File: src/rtl/edge_pkg.sv
// rtl/edge_pkg.sv - shared types and size helpers for the edge frame sequencer
package edge_pkg;

    localparam int PIX_W = 8;

    typedef enum logic [1:0] {
        S_IDLE  = 2'd0,
        S_FEED  = 2'd1,
        S_DRAIN = 2'd2,
        S_DONE  = 2'd3
    } seq_state_t;

    // Each valid-mode window shrinks the frame by its radius on every side.
    function automatic int out_size(input int w, input int h,
                                    input int r_gauss, input int r_sobel);
        return (w - 2*r_gauss - 2*r_sobel) * (h - 2*r_gauss - 2*r_sobel);
    endfunction

endpackage

File: src/rtl/seq_addr_counter.sv
// rtl/seq_addr_counter.sv - loadable up-counter with enable and terminal flag
//
// Ports:
//   clk, rst_n     clock, asynchronous active-low reset (count -> 0)
//   load, load_val synchronous load, priority over en
//   en             increment by one
//   count          current value
//   terminal       count equals TERM
module seq_addr_counter #(
    parameter int CW   = 8,
    parameter int TERM = 255
) (
    input  logic          clk,
    input  logic          rst_n,
    input  logic          load,
    input  logic [CW-1:0] load_val,
    input  logic          en,
    output logic [CW-1:0] count,
    output logic          terminal
);

    always_ff @(posedge clk or negedge rst_n) begin
        if (!rst_n) begin
            count <= '0;
        end else if (load) begin
            count <= load_val;
        end else if (en) begin
            count <= count + CW'(1);
        end
    end

    assign terminal = (count == CW'(TERM));

endmodule

File: src/rtl/edge_frame_sequencer.sv
// rtl/edge_frame_sequencer.sv - frame feed / result capture controller for the Gauss->Sobel pipeline
//
// Optional feature macro: SEQ_TIMEOUT_EN (DRAIN watchdog driving err).
//
// Ports:
//   clk, rst_n                 clock, asynchronous active-low reset
//   start, hold, abort         frame control
//   rd_en, rd_addr, rd_data    synchronous-read frame memory (data 1 cycle after rd_en)
//   write, input_serial        pixel stream into the Gauss window buffer
//   pipe_valid, pipe_pix       Sobel results coming back
//   res_we, res_addr, res_data result memory write port
//   busy, done, err            status (busy in FEED/DRAIN, done pulse, sticky timeout)
module edge_frame_sequencer
    import edge_pkg::*;
#(
    parameter int  WIDTH       = 512,
    parameter int  HEIGHT      = 512,
    parameter int  R_GAUSS     = 2,
    parameter int  R_SOBEL     = 1,
    parameter int  TIMEOUT_CYC = 1024,
    localparam int IN_SIZE     = WIDTH * HEIGHT,
    localparam int OUT_SIZE    = out_size(WIDTH, HEIGHT, R_GAUSS, R_SOBEL),
    localparam int IN_AW       = $clog2(IN_SIZE),
    localparam int OUT_AW      = $clog2(OUT_SIZE)
) (
    input  logic              clk,
    input  logic              rst_n,
    input  logic              start,
    input  logic              hold,
    input  logic              abort,
    output logic              rd_en,
    output logic [IN_AW-1:0]  rd_addr,
    input  logic [PIX_W-1:0]  rd_data,
    output logic              write,
    output logic [PIX_W-1:0]  input_serial,
    input  logic              pipe_valid,
    input  logic [PIX_W-1:0]  pipe_pix,
    output logic              res_we,
    output logic [OUT_AW-1:0] res_addr,
    output logic [PIX_W-1:0]  res_data,
    output logic              busy,
    output logic              done,
    output logic              err
);

    // The result counter needs one extra bit so it can hold OUT_SIZE itself
    // and saturate there, one past the last legal result address.
    localparam int OCW = $clog2(OUT_SIZE + 1);

    seq_state_t       state;
    seq_state_t       state_nxt;
    logic             start_acc;
    logic [IN_AW-1:0] rd_cnt;
    logic             rd_last;
    logic [OCW-1:0]   out_cnt;
    logic             out_full;
    logic             out_last;
    logic             write_q;
    logic             wd_expire;

    assign start_acc = (state == S_IDLE) && start && !abort;
    assign busy      = (state == S_FEED) || (state == S_DRAIN);
    assign done      = (state == S_DONE);

    // Abort suppresses the read so no pixel is left pending for the next cycle.
    assign rd_en     = (state == S_FEED) && !hold && !abort;
    assign rd_addr   = rd_cnt;

    seq_addr_counter #(
        .CW   (IN_AW),
        .TERM (IN_SIZE - 1)
    ) u_rd_cnt (
        .clk      (clk),
        .rst_n    (rst_n),
        .load     (start_acc),
        .load_val ('0),
        .en       (rd_en),
        .count    (rd_cnt),
        .terminal (rd_last)
    );

    // Beats arriving once the result frame is complete are dropped.
    assign res_we   = busy && pipe_valid && !out_full;
    assign res_addr = out_cnt[OUT_AW-1:0];
    assign res_data = pipe_pix;
    assign out_last = res_we && (out_cnt == OCW'(OUT_SIZE - 1));

    seq_addr_counter #(
        .CW   (OCW),
        .TERM (OUT_SIZE)
    ) u_out_cnt (
        .clk      (clk),
        .rst_n    (rst_n),
        .load     (start_acc),
        .load_val ('0),
        .en       (res_we),
        .count    (out_cnt),
        .terminal (out_full)
    );

    always_ff @(posedge clk or negedge rst_n) begin
        if (!rst_n) begin
            write_q <= 1'b0;
        end else begin
            write_q <= rd_en;
        end
    end

    assign write        = write_q;
    assign input_serial = write_q ? rd_data : '0;

`ifdef SEQ_TIMEOUT_EN
    localparam int WDW = $clog2(TIMEOUT_CYC + 1);

    logic [WDW-1:0] wd_cnt;
    logic           err_q;

    // Counts idle DRAIN cycles; any counted result restarts the window.
    always_ff @(posedge clk or negedge rst_n) begin
        if (!rst_n) begin
            wd_cnt <= '0;
        end else if ((state != S_DRAIN) || res_we) begin
            wd_cnt <= '0;
        end else begin
            wd_cnt <= wd_cnt + WDW'(1);
        end
    end

    assign wd_expire = (state == S_DRAIN) && !res_we && (wd_cnt == WDW'(TIMEOUT_CYC - 1));

    always_ff @(posedge clk or negedge rst_n) begin
        if (!rst_n) begin
            err_q <= 1'b0;
        end else if (start_acc) begin
            err_q <= 1'b0;
        end else if (wd_expire && !abort) begin
            err_q <= 1'b1;
        end
    end

    assign err = err_q;
`else
    logic unused_timeout_cfg;

    assign unused_timeout_cfg = (TIMEOUT_CYC != 0);
    assign wd_expire          = 1'b0;
    assign err                = 1'b0;
`endif

    always_ff @(posedge clk or negedge rst_n) begin
        if (!rst_n) begin
            state <= S_IDLE;
        end else begin
            state <= state_nxt;
        end
    end

    always_comb begin
        state_nxt = state;
        case (state)
            S_IDLE: begin
                if (start) begin
                    state_nxt = S_FEED;
                end
            end
            S_FEED: begin
                if (rd_en && rd_last) begin
                    state_nxt = S_DRAIN;
                end
            end
            S_DRAIN: begin
                if (out_full || out_last || wd_expire) begin
                    state_nxt = S_DONE;
                end
            end
            S_DONE: begin
                state_nxt = S_IDLE;
            end
            default: begin
                state_nxt = S_IDLE;
            end
        endcase
        if (abort) begin
            state_nxt = S_IDLE;
        end
    end

endmodule

File: config.mk
export PLATFORM = sky130hd
export DESIGN_NAME = edge_frame_sequencer
export DESIGN_NICKNAME = d
export VERILOG_FILES = /design/src/rtl/edge_pkg.sv /design/src/rtl/seq_addr_counter.sv /design/src/rtl/edge_frame_sequencer.sv
export SDC_FILE = /design/constraint.sdc
export NUM_CORES = 1
export LEC_CHECK = 0
export BUFFER_PORTS_ARGS = -buffer_cell sky130_fd_sc_hd__buf_4
export CAP_MARGIN = 20
export CELL_PAD_IN_SITES_DETAIL_PLACEMENT = 1
export CELL_PAD_IN_SITES_GLOBAL_PLACEMENT = 1
export CORE_ASPECT_RATIO = 0.75
export CORE_MARGIN = 3
export CORE_UTILIZATION = 41
export CTS_CLUSTER_DIAMETER = 50
export DETAILED_ROUTE_END_ITERATION = 16
export GPL_ROUTABILITY_DRIVEN = 0
export PLACE_DENSITY_LB_ADDON = 0.1
export SLEW_MARGIN = 30
export SYNTH_ARGS = -nofsm -noshare
export SYNTH_HDL_FRONTEND = slang
export SYNTH_HIERARCHICAL = 1
export SYNTH_SLANG_ARGS = --single-unit
File: constraint.sdc
create_clock -name clk -period 4.58 [get_ports clk]
set_input_delay 0.916 -clock clk [delete_from_list [all_inputs] [get_ports clk]]
set_output_delay 0.916 -clock clk [all_outputs]
set_load 0.005 [all_outputs]
==> results.md, run 1 <==
* Status: complete, no violations
* Combinational share of power at 43.7%
* Buffers & Inverters on Critical Path at 1
* Max Freq at 0.325 GHz
* HP Class: primary input to asynchronous set/reset pin
* First-pass GRT wire length at 12500 um
* Post_cts resized at 0
* DRT iter0 DRCs at 86
* CTS root buffer: clkbuf_8
* Core Util, Final at 55.9%
* Startpoint types: flip-flop
* Crit. End Element: output port
* Async S/R FF share, synth at 100%
* Maximum clock path buffer count at 2
* Commonest cells post-synth: nand2_1 (47), dfrtp_1 (39), o21ai_0 (29)
* Fill count at 750
* RSZ-0062 raised after global routing: false
* CTS Hold Buffers Added at 0
* Syn_area_per_cell at 8.83 um2
* Data arrival time of the worst path at 2160 ps
* Xor/xnor share of the synthesized area at 8.68%
* Slowest stage delay, CP at 500 ps
* Synth top area cells: dfrtp_1 (37%), nand2_1 (6.7%), o21ai_0 (5.5%)
* Post-Syn Instances at around 300
* Setup Buffers After CTS at 0
* Post-route DRC at 0
* Clk sinks at 39
* Internal Power at 1.04 mW
* Layout area overhead at 27.8%
* Sw frac at 44.1%
* Flop-to-flop setup slack at 1960 ps
* Layout cells sized above 1 at a little over a fifth
* Row count at 24
* Num CTS Buffers at 5
* Crit path max-delay cell type: dfrtp_1
* Post-synth EDFFs at 0
* Area of the multi-input gates at 1640 um2
* Sequential fraction of the synthesis area at between 30% and 40%
* Worst-Margin Slew at 584 ps
* Synth Area in Simple Gates at 32.0%
* P_sw at 0.822 mW
* Die Span Y at between 70 and 80 um
* Clock-pin transition on the worst setup and hold timing paths at approximately 90 ps
* Final Hold Fails at 0
* WL final at 7630 um
* Tcrit/Tclk final at 67.2%
* Synth Register Bits at 39
* Ant. Diodes at 0
* Critical R2R Launch: u_out_cnt/count[13]
* # IOs at 80
* Commonest register cell after synthesis: dfrtp_1
* Global-route usage over all layers at 21.4%
* Starting Density at about 44%
* Maximum fanout along the worst path at 8
* DR vias at 2482
* P_leak at 1.43 nW
* Detailed placement HPWL at 5650 um
* Flop pwr share at 43.8%
* R2R depth at 9
* Clk_lat worst skew at 300 ps
* Yosys warns at 6
* Complex-gate fraction of the synthesized area at 10.3%
* Post-synthesis mux area share at around 2.3%
* CP top delay family: simple AND/OR/NAND/NOR gates
* Critical setup path kind: flip-flop to output port
* Avg WL per Cell at 16.4 um
* Finish-stage setup viols at 0
* Max-Cap Viols at 0
* CTS tree: built
* Reg area at 976 um2
* NumNets Final at 417
* CTS HTree Levels at 2
* Largest net degree at the start of global routing at 50
* Slew headroom at 60.9%
* VDD IR max at ~0.00025 V
* Reg-to-reg endpoint: u_out_cnt/count[13]
* Critical-path cell list: nand4_1, nor2_1, nand3_1, nor3_1, and3b_1, buf_4
* Yosys top cell by area: dfrtp_1
* Antenna violation net count after detailed routing at 0
* Initial antenna violation count at 0
* Final Slew Violations at 0
* Via/cell ratio at 5.33
* Netlist cell types at 45
* Pwr Density at around 560 nW/um2
* Total iterations of the first detailed-routing run at 4
* Worst Path Required at 3660 ps
* Port Buffers at 62
* Setup TNS at 0 ps
* Combinational family with the most area after synthesis: simple AND/OR/NAND/NOR gates
* Final total power at 1.87 mW
* Worst Skew at 10.1 ps
* Count leader, synth: nand2_1
* Full die area at roughly 7400 um2
* Fin crit period at 3080 ps
* Post-synthesis adder-cell area fraction at about 3.8%
* GRT Residual Overflow at 0
* Die width at around 100 um
* Core area at 6010 um2
* Number of global-route vias before repair at 2447
* Yosys top cell area share at 37.2%
* Clk pwr share at between 10% and 20%
* Post-Syn Area at between 2000 and 3000 um2
[power groups by stage]
stage | Sequential, mW | Clock [mW] | Combinational [mW]
final | 0.816 | 0.234 | 0.815
after global placement | 0.811 | 0 | 0.770
after CTS | 0.817 | 0.243 | 0.813
after detailed placement | 0.822 | 0 | 0.806
after floorplan | 0.747 | 0 | 0.437
after global routing | 0.854 | 0.260 | 0.910
[through the flow]
| stage | instance area [um2] | hold WS [ps] | std cells | setup slack, ps |
|---|---|---|---|---|
| after detailed placement | 3240 | 609 | 457 | 1630 |
| after floorplan | 2760 | 564 | 333 | 2010 |
| after CTS | 3330 | 609 | 465 | 1500 |
| after global placement | 3240 | 598 | 457 | 1760 |
| after global routing | 3350 | 620 | 466 | 1340 |
| final | 3350 | 590 | 466 | 1500 |
[kinds of logic after synthesis]
group / after synthesis
other cells: 1
compound gates: 44
mux: 6
buf+inv: 30
fa+ha+maj: 8
simple gates: 143
flops: 39
xor+xnor: 26
[cell type report]
type                       instances  area share [%]
inverter                          12            1.34
sequential                        39            29.1
timing repair buffer              65            15.1
tap                               78            2.91
clock inverter                     2           0.373
clock buffer                       6            2.16
multi-input combinational        264            49.0
[registers in the layout (all words and copies together) (netlist names)]
| register | flops |
|---|---|
| u_rd_cnt/count | 18 |
| write | 1 |
| u_out_cnt/count | 18 |
| state | 2 |
[routing by layer]
metal	vias to the layer above	wire length, um	GRT usage (%)
li1	1190	-	-
met1	1222	3640	29.7
met2	62	3510	34.9
met3	8	400	3.89
met4	0	85	5.61
met5	-	0	0
[how the worst max path moves through the flow]
stage                         endpoint  slack [ps]  depth (start not counted)                start
finish                          res_we        1500                          6  u_out_cnt/count[13]
global route                    res_we        1340                          5   u_out_cnt/count[8]
CTS                             res_we        1500                          6  u_out_cnt/count[13]
detailed placement  u_rd_cnt/count[17]        1630                          7                abort
global placement    u_rd_cnt/count[17]        1760                          7                abort
floorplan           u_rd_cnt/count[17]        2010                          6                abort
[layout by cell type, fill, tap and decap left out, types with 4 or more instances in the layout]
cell type,n
mux2i_1,6
and2_1,9
conb_1,37
nand2_1,47
dfrtp_1,39
nor2_1,12
o21ai_0,29
xnor2_1,16
nand3_1,12
clkbuf_8,5
nor4_1,12
xor2_1,10
ha_1,8
nor3_1,8
nand4_1,11
nand4_4,4
nor2b_1,6
inv_1,12
buf_4,64
No activity file was read; power rests on OpenSTA's default activity.
==> inputs of run 2 (changes only) <==
- CORE_UTILIZATION: 41 -> 38
- clock period: 4.58 -> 3 ns (I/O delays scaled with it)
==> run 2 against run 1 <==
Clock skew shrank 0.80 ps. Sequential power grew 51%. Combinational power grew 55%. Hold slack lost 320 ps. Register-to-register slack lost 1500 ps. Core utilization shrank 4.3 points. Total power grew 52%. Clock power grew 54%. Sequential share of layout area is essentially flat.
==> results.md, run 2 (synthesized netlist as in run 1, its figures left out) <==
* Flop-to-flop setup slack at ~450 ps
* # IOs at 80
* Commonest non-fill, non-tap cell in the layout: buf_4
* Clk sinks at 39
* Via/cell ratio at 5.08
* Max-Cap Viols at 0
* Combinational share of power at 44.2%
* Critical Path Start: u_out_cnt/count[8]
* Reg-to-reg endpoint: u_out_cnt/count[10]
* Startpoint types: flip-flop
* Post-route DRC at 0
* DRT iter0 DRCs at 55
* Critical-path cell list: nor4_1, nand3_1, nor3_1, and3b_1, buf_4
* Full die area at around 8000 um2
* First-pass GRT wire length at around 12000 um
* Sw frac at 44.1%
* GRT Residual Overflow at 0
* CTS root buffer: clkbuf_8
* Setup Buffers After CTS at 0
* Status: complete, no violations
* Initial antenna violation count at 0
* Core Util, Final at 51.5%
* Avg WL per Cell at about 16 um
* Critical setup path kind: flip-flop to output port
* Worst-Margin Slew at about 750 ps
* P_sw at 1.25 mW
* Fill count at 836
* Max Freq at 0.356 GHz
* Data arrival time of the worst path at 2210 ps
* Buffers & Inverters on Critical Path at 1
* Clk_lat worst skew at a little under 300 ps
* Die width at between 100 and 150 um
* Clk pwr share at 12.7%
* Starting Density at between 40% and 50%
* Final Non-Filler Cells at about 470
* Final Slew Violations at 0
* Antenna violation net count after detailed routing at 0
* Slew headroom at 49.7%
* Setup TNS at 0 ps
* Pwr Density at 849 nW/um2
* Maximum clock path buffer count at 2
* Finish-stage setup viols at 0
* Num CTS Buffers at 5
* Flop pwr share at 43.1%
* Layout area overhead at 27.8%
* Layout cells sized above 1 at 22.6%
* DR vias at approximately 2400
* Cell depth of the worst setup path at 5
* Dpl cells at 463
* Crit path max-delay cell type: dfrtp_1
* Tcrit/Tclk final at 93.7%
* Critical R2R Launch: u_out_cnt/count[8]
* Final Hold Fails at 0
* Commonest cells after routing, fill and taps aside: buf_4 (67), nand2_1 (47), dfrtp_1 (39), conb_1 (37), o21ai_0 (29)
* Worst Skew at 9.29 ps
* Port Buffers at 62
* WL final at roughly 7400 um
* Maximum fanout along the worst path at 9
* Slowest stage delay, CP at 520 ps
* Worst Path Required at roughly 2400 ps
* Detailed placement HPWL at 5570 um
* Number of global-route vias before repair at 2379
* NumNets Final at 419
* CTS Hold Buffers Added at 0
* CP top delay family: simple AND/OR/NAND/NOR gates
* Row count at 25
* Largest net degree at the start of global routing at 40
* Core area at roughly 6500 um2
* CTS HTree Levels at 2
* Global-route usage over all layers at about a fifth
* CP Capture Point: res_we
* CTS tree: built
* Die Span Y at 78.0 um
* HP Class: primary input to asynchronous set/reset pin
* P_leak at 1.44 nW
* R2R depth at 8
* Clock-pin transition on the worst setup and hold timing paths at 80 ps
* Ant. Diodes at 0
* VDD IR max at roughly 0.00038 V
* RSZ-0062 raised after global routing: false
* Internal Power at 1.59 mW
* Crit. End Element: output port
* Fin crit period at 2810 ps
* Total iterations of the first detailed-routing run at 4
* Post_cts resized at 0
* Largest registers: u_out_cnt/count x18, u_rd_cnt/count x18, state x2
[run 2: cell types whose count changed in the layout (fill, tap and decap cells not counted), sizes merged]
cell / previous run / this run
clkinvlp: 1 / 0
clkinv: 1 / 3
buf: 65 / 67
clkbuf: 6 / 5
[run 2: routing by layer]
layer | routed length, um | GRT usage (%)
met4 | 34 | 2.49
met2 | 3180 | 29.6
met1 | 3770 | 28.3
met3 | 423 | 4.40
met5 | 0 | 0
[run 2: stage by stage]
| step | power, mW | instance area [um2] | setup slack, ps | hold WS [ps] |
|---|---|---|---|---|
| final | 2.84 | 3350 | 189 | 269 |
| after global routing | 3.10 | 3350 | 141 | 329 |
| after floorplan | 1.81 | 2760 | 745 | 304 |
| after CTS | 2.87 | 3350 | 231 | 304 |
| after detailed placement | 2.50 | 3270 | 493 | 609 |
| after global placement | 2.44 | 3270 | 606 | 602 |
[run 2: cell type report]
type | count | area [um2] | area share [%]
inverter | 12 | 45.0 | 1.34
clock inverter | 3 | 15.0 | 0.448
clock buffer | 5 | 68.8 | 2.05
tap | 81 | 101 | 3.02
timing repair buffer | 67 | 503 | 15.0
multi-input combinational | 264 | 1640 | 49.0
sequential | 39 | 976 | 29.1
[run 2: worst min-delay path by stage]
stage,depth (start not counted),startpoint,endpoint,slack (ps)
final,1,rst_n,u_out_cnt/count[11],270
after detailed placement,2,state[0],state[0],610
after global placement,2,state[0],state[0],600
after global routing,1,rst_n,u_out_cnt/count[4],330
after CTS,1,rst_n,u_out_cnt/count[10],300
after floorplan,0,rst_n,state[0],300
[run 2: power by group through the flow]
stage          Combinational [mW]  Clock (mW)  Sequential [mW]
6_report                     1.26       0.360             1.23
5_1_grt                      1.41       0.394             1.30
4_1_cts                      1.27       0.369             1.23
3_5_place_dp                 1.26           0             1.24
3_3_place_gp                 1.21           0             1.22
2_1_floorplan               0.668           0             1.14
==> inputs of run 3 (changes only) <==
- CTS_CLUSTER_SIZE: default -> 10
- clock period: 3 -> 2.9 ns (I/O delays scaled with it)
==> run 3 against run 2 <==
Count of clock-buffer cells in the layout up 1. Largest cell class unchanged. First-iteration DRC count down 5.5%. Critical endpoint unchanged. Combinational power up 7%. Hold slack worse by 32 ps. Sequential cell count unchanged. Critical path depth up 1. Global-route usage up 0.43 points.
==> results.md, run 3 (synthesized netlist as in run 1, its figures left out) <==
* Slew headroom at 55.4%
* HP Class: primary input to asynchronous set/reset pin
* GRT Max-Usage Layer: met2
* Pwr Density at 905 nW/um2
* Max-Cap Viols at 0
* Core area at around 6500 um2
* Initial antenna violation count at 0
* Number of global-route vias before repair at between 2000 and 2500
* CTS HTree Levels at 2
* Maximum clock path buffer count at 2
* Layout cells sized above 1 at between 20% and 30%
* DRT iter0 DRCs at 52
* CTS root buffer: clkbuf_8
* First-pass GRT wire length at 12300 um
* Die Span Y at 78.0 um
* Global-route usage over all layers at 19.7%
* Status: complete, no violations
* Starting Density at 40.3%
* DR vias at between 2000 and 2500
* Layout area overhead at 29.9%
* Setup TNS at 0 ps
* Port Buffers at 62
* Final Slew Violations at 0
* Final Hold Fails at 0
* Startpoint types: flip-flop
* Max Freq at between 0.3 and 0.4 GHz
* P_leak at 1.47 nW
* Commonest non-fill, non-tap cell in the layout: buf_4
* Critical setup path kind: flip-flop to output port
* Met1 Use GR at 28.4%
* Post-route DRC at 0
* Total iterations of the first detailed-routing run at 4
* Tcrit/Tclk final at approximately nine tenths
* R2R depth at 9
* Detailed placement HPWL at 5640 um
* RSZ-0062 raised after global routing: false
* Fin crit period at around 2600 ps
* VDD IR max at between 0.0003 and 0.0004 V
* Slowest stage delay, CP at 480 ps
* Clk sinks at 39
* Hold Slack at approximately 240 ps
* Setup Buffers After CTS at 0
* NumNets Final at 422
* WL final at 7500 um
* Row count at 25
* CTS tree: built
* Met3 Resource Use GR at 4.13%
* Crit. End Element: output port
* Commonest cells after routing, fill and taps aside: buf_4 (70), nand2_1 (47), dfrtp_1 (39), conb_1 (37), o21ai_0 (29)
* Die width at 102 um
* Clock-pin transition on the worst setup and hold timing paths at 90 ps
* Ant. Diodes at 0
* Avg WL per Cell at 15.8 um
* Via/cell ratio at 5.13
* Largest registers: u_out_cnt/count x18, u_rd_cnt/count x18, state x2
* Worst Skew at 9.16 ps
* Core Util, Final at between 50% and 60%
* GRT met2 Usage at 30.4%
* Crit path max-delay cell type: dfrtp_1
* Worst-Margin Slew at ~670 ps
* Maximum fanout along the worst path at 8
* Data arrival time of the worst path at 2020 ps
* Finish-stage setup viols at 0
* Full die area at 7950 um2
* Antenna violation net count after detailed routing at 0
* GRT Residual Overflow at 0
* Clk_lat worst skew at 300 ps
* CTS Hold Buffers Added at 0
* # IOs at 80
* Post_cts resized at 0
* Worst Path Required at approximately 2300 ps
* Num CTS Buffers at 5
* Largest net degree at the start of global routing at 40
* Critical-path cell list: nand4_1, nor2_1, nand3_1, nor3_1, and3b_1, buf_4
## run 3: where the power goes
| part | switching [mW] | internal (mW) |
|---|---|---|
| combinational | 0.632 | 0.720 |
| sequential | 0.462 | 0.781 |
| clock | 0.210 | 0.279 |
## run 3: cell type report
cell class / count / area (um2)
Clock buffer: 6 / 82.6
Inverter: 12 / 45.0
Tap cell: 81 / 101
Clock inverter: 2 / 35.0
Timing Repair Buffer: 70 / 526
Fill cell: 817 / 3100
Sequential cell: 39 / 976
Multi-Input combinational cell: 264 / 1640
## run 3: path summary, 6_finish.rpt
| path | to | slack (ps) | start |
|---|---|---|---|
| worst max-delay path | res_we | 300 | u_out_cnt/count[14] |
| worst min-delay path | u_out_cnt/count[9] | 240 | rst_n |
| worst max register to register | u_out_cnt/count[16] | 390 | u_out_cnt/count[1] |
| worst min register to register | state[1] | 620 | state[1] |
| max in group asynchronous | u_rd_cnt/count[0] | 2290 | rst_n |
| min in group clk | write | 480 | hold |
## run 3: worst max-delay path: cells and delay by family, from the launching register on
family                 cells  cell delay [ps]
buffers and inverters      1              190
AND/OR/NAND/NOR            5             1050
flip-flops                 1              480
## run 3: per-stage QoR
| stage | std cells | worst slack, ps | instance area [um2] | total power, mW |
|---|---|---|---|---|
| 5_1_grt | 474 | 120 | 3410 | 3.34 |
| 2_1_floorplan | 333 | 654 | 2760 | 1.87 |
| 3_5_place_dp | 466 | 412 | 3290 | 2.61 |
| 4_1_cts | 474 | 248 | 3410 | 3.11 |
| 3_3_place_gp | 466 | 497 | 3290 | 2.55 |
| 6_report | 474 | 296 | 3410 | 3.08 |
## run 3: per-layer routing
metal / share of wire, % / up-vias
li1: - / 1201
met1: 49 / 1161
met2: 44 / 61
met3: 6.2 / 10
met4: 0.96 / 0
met5: 0 / -
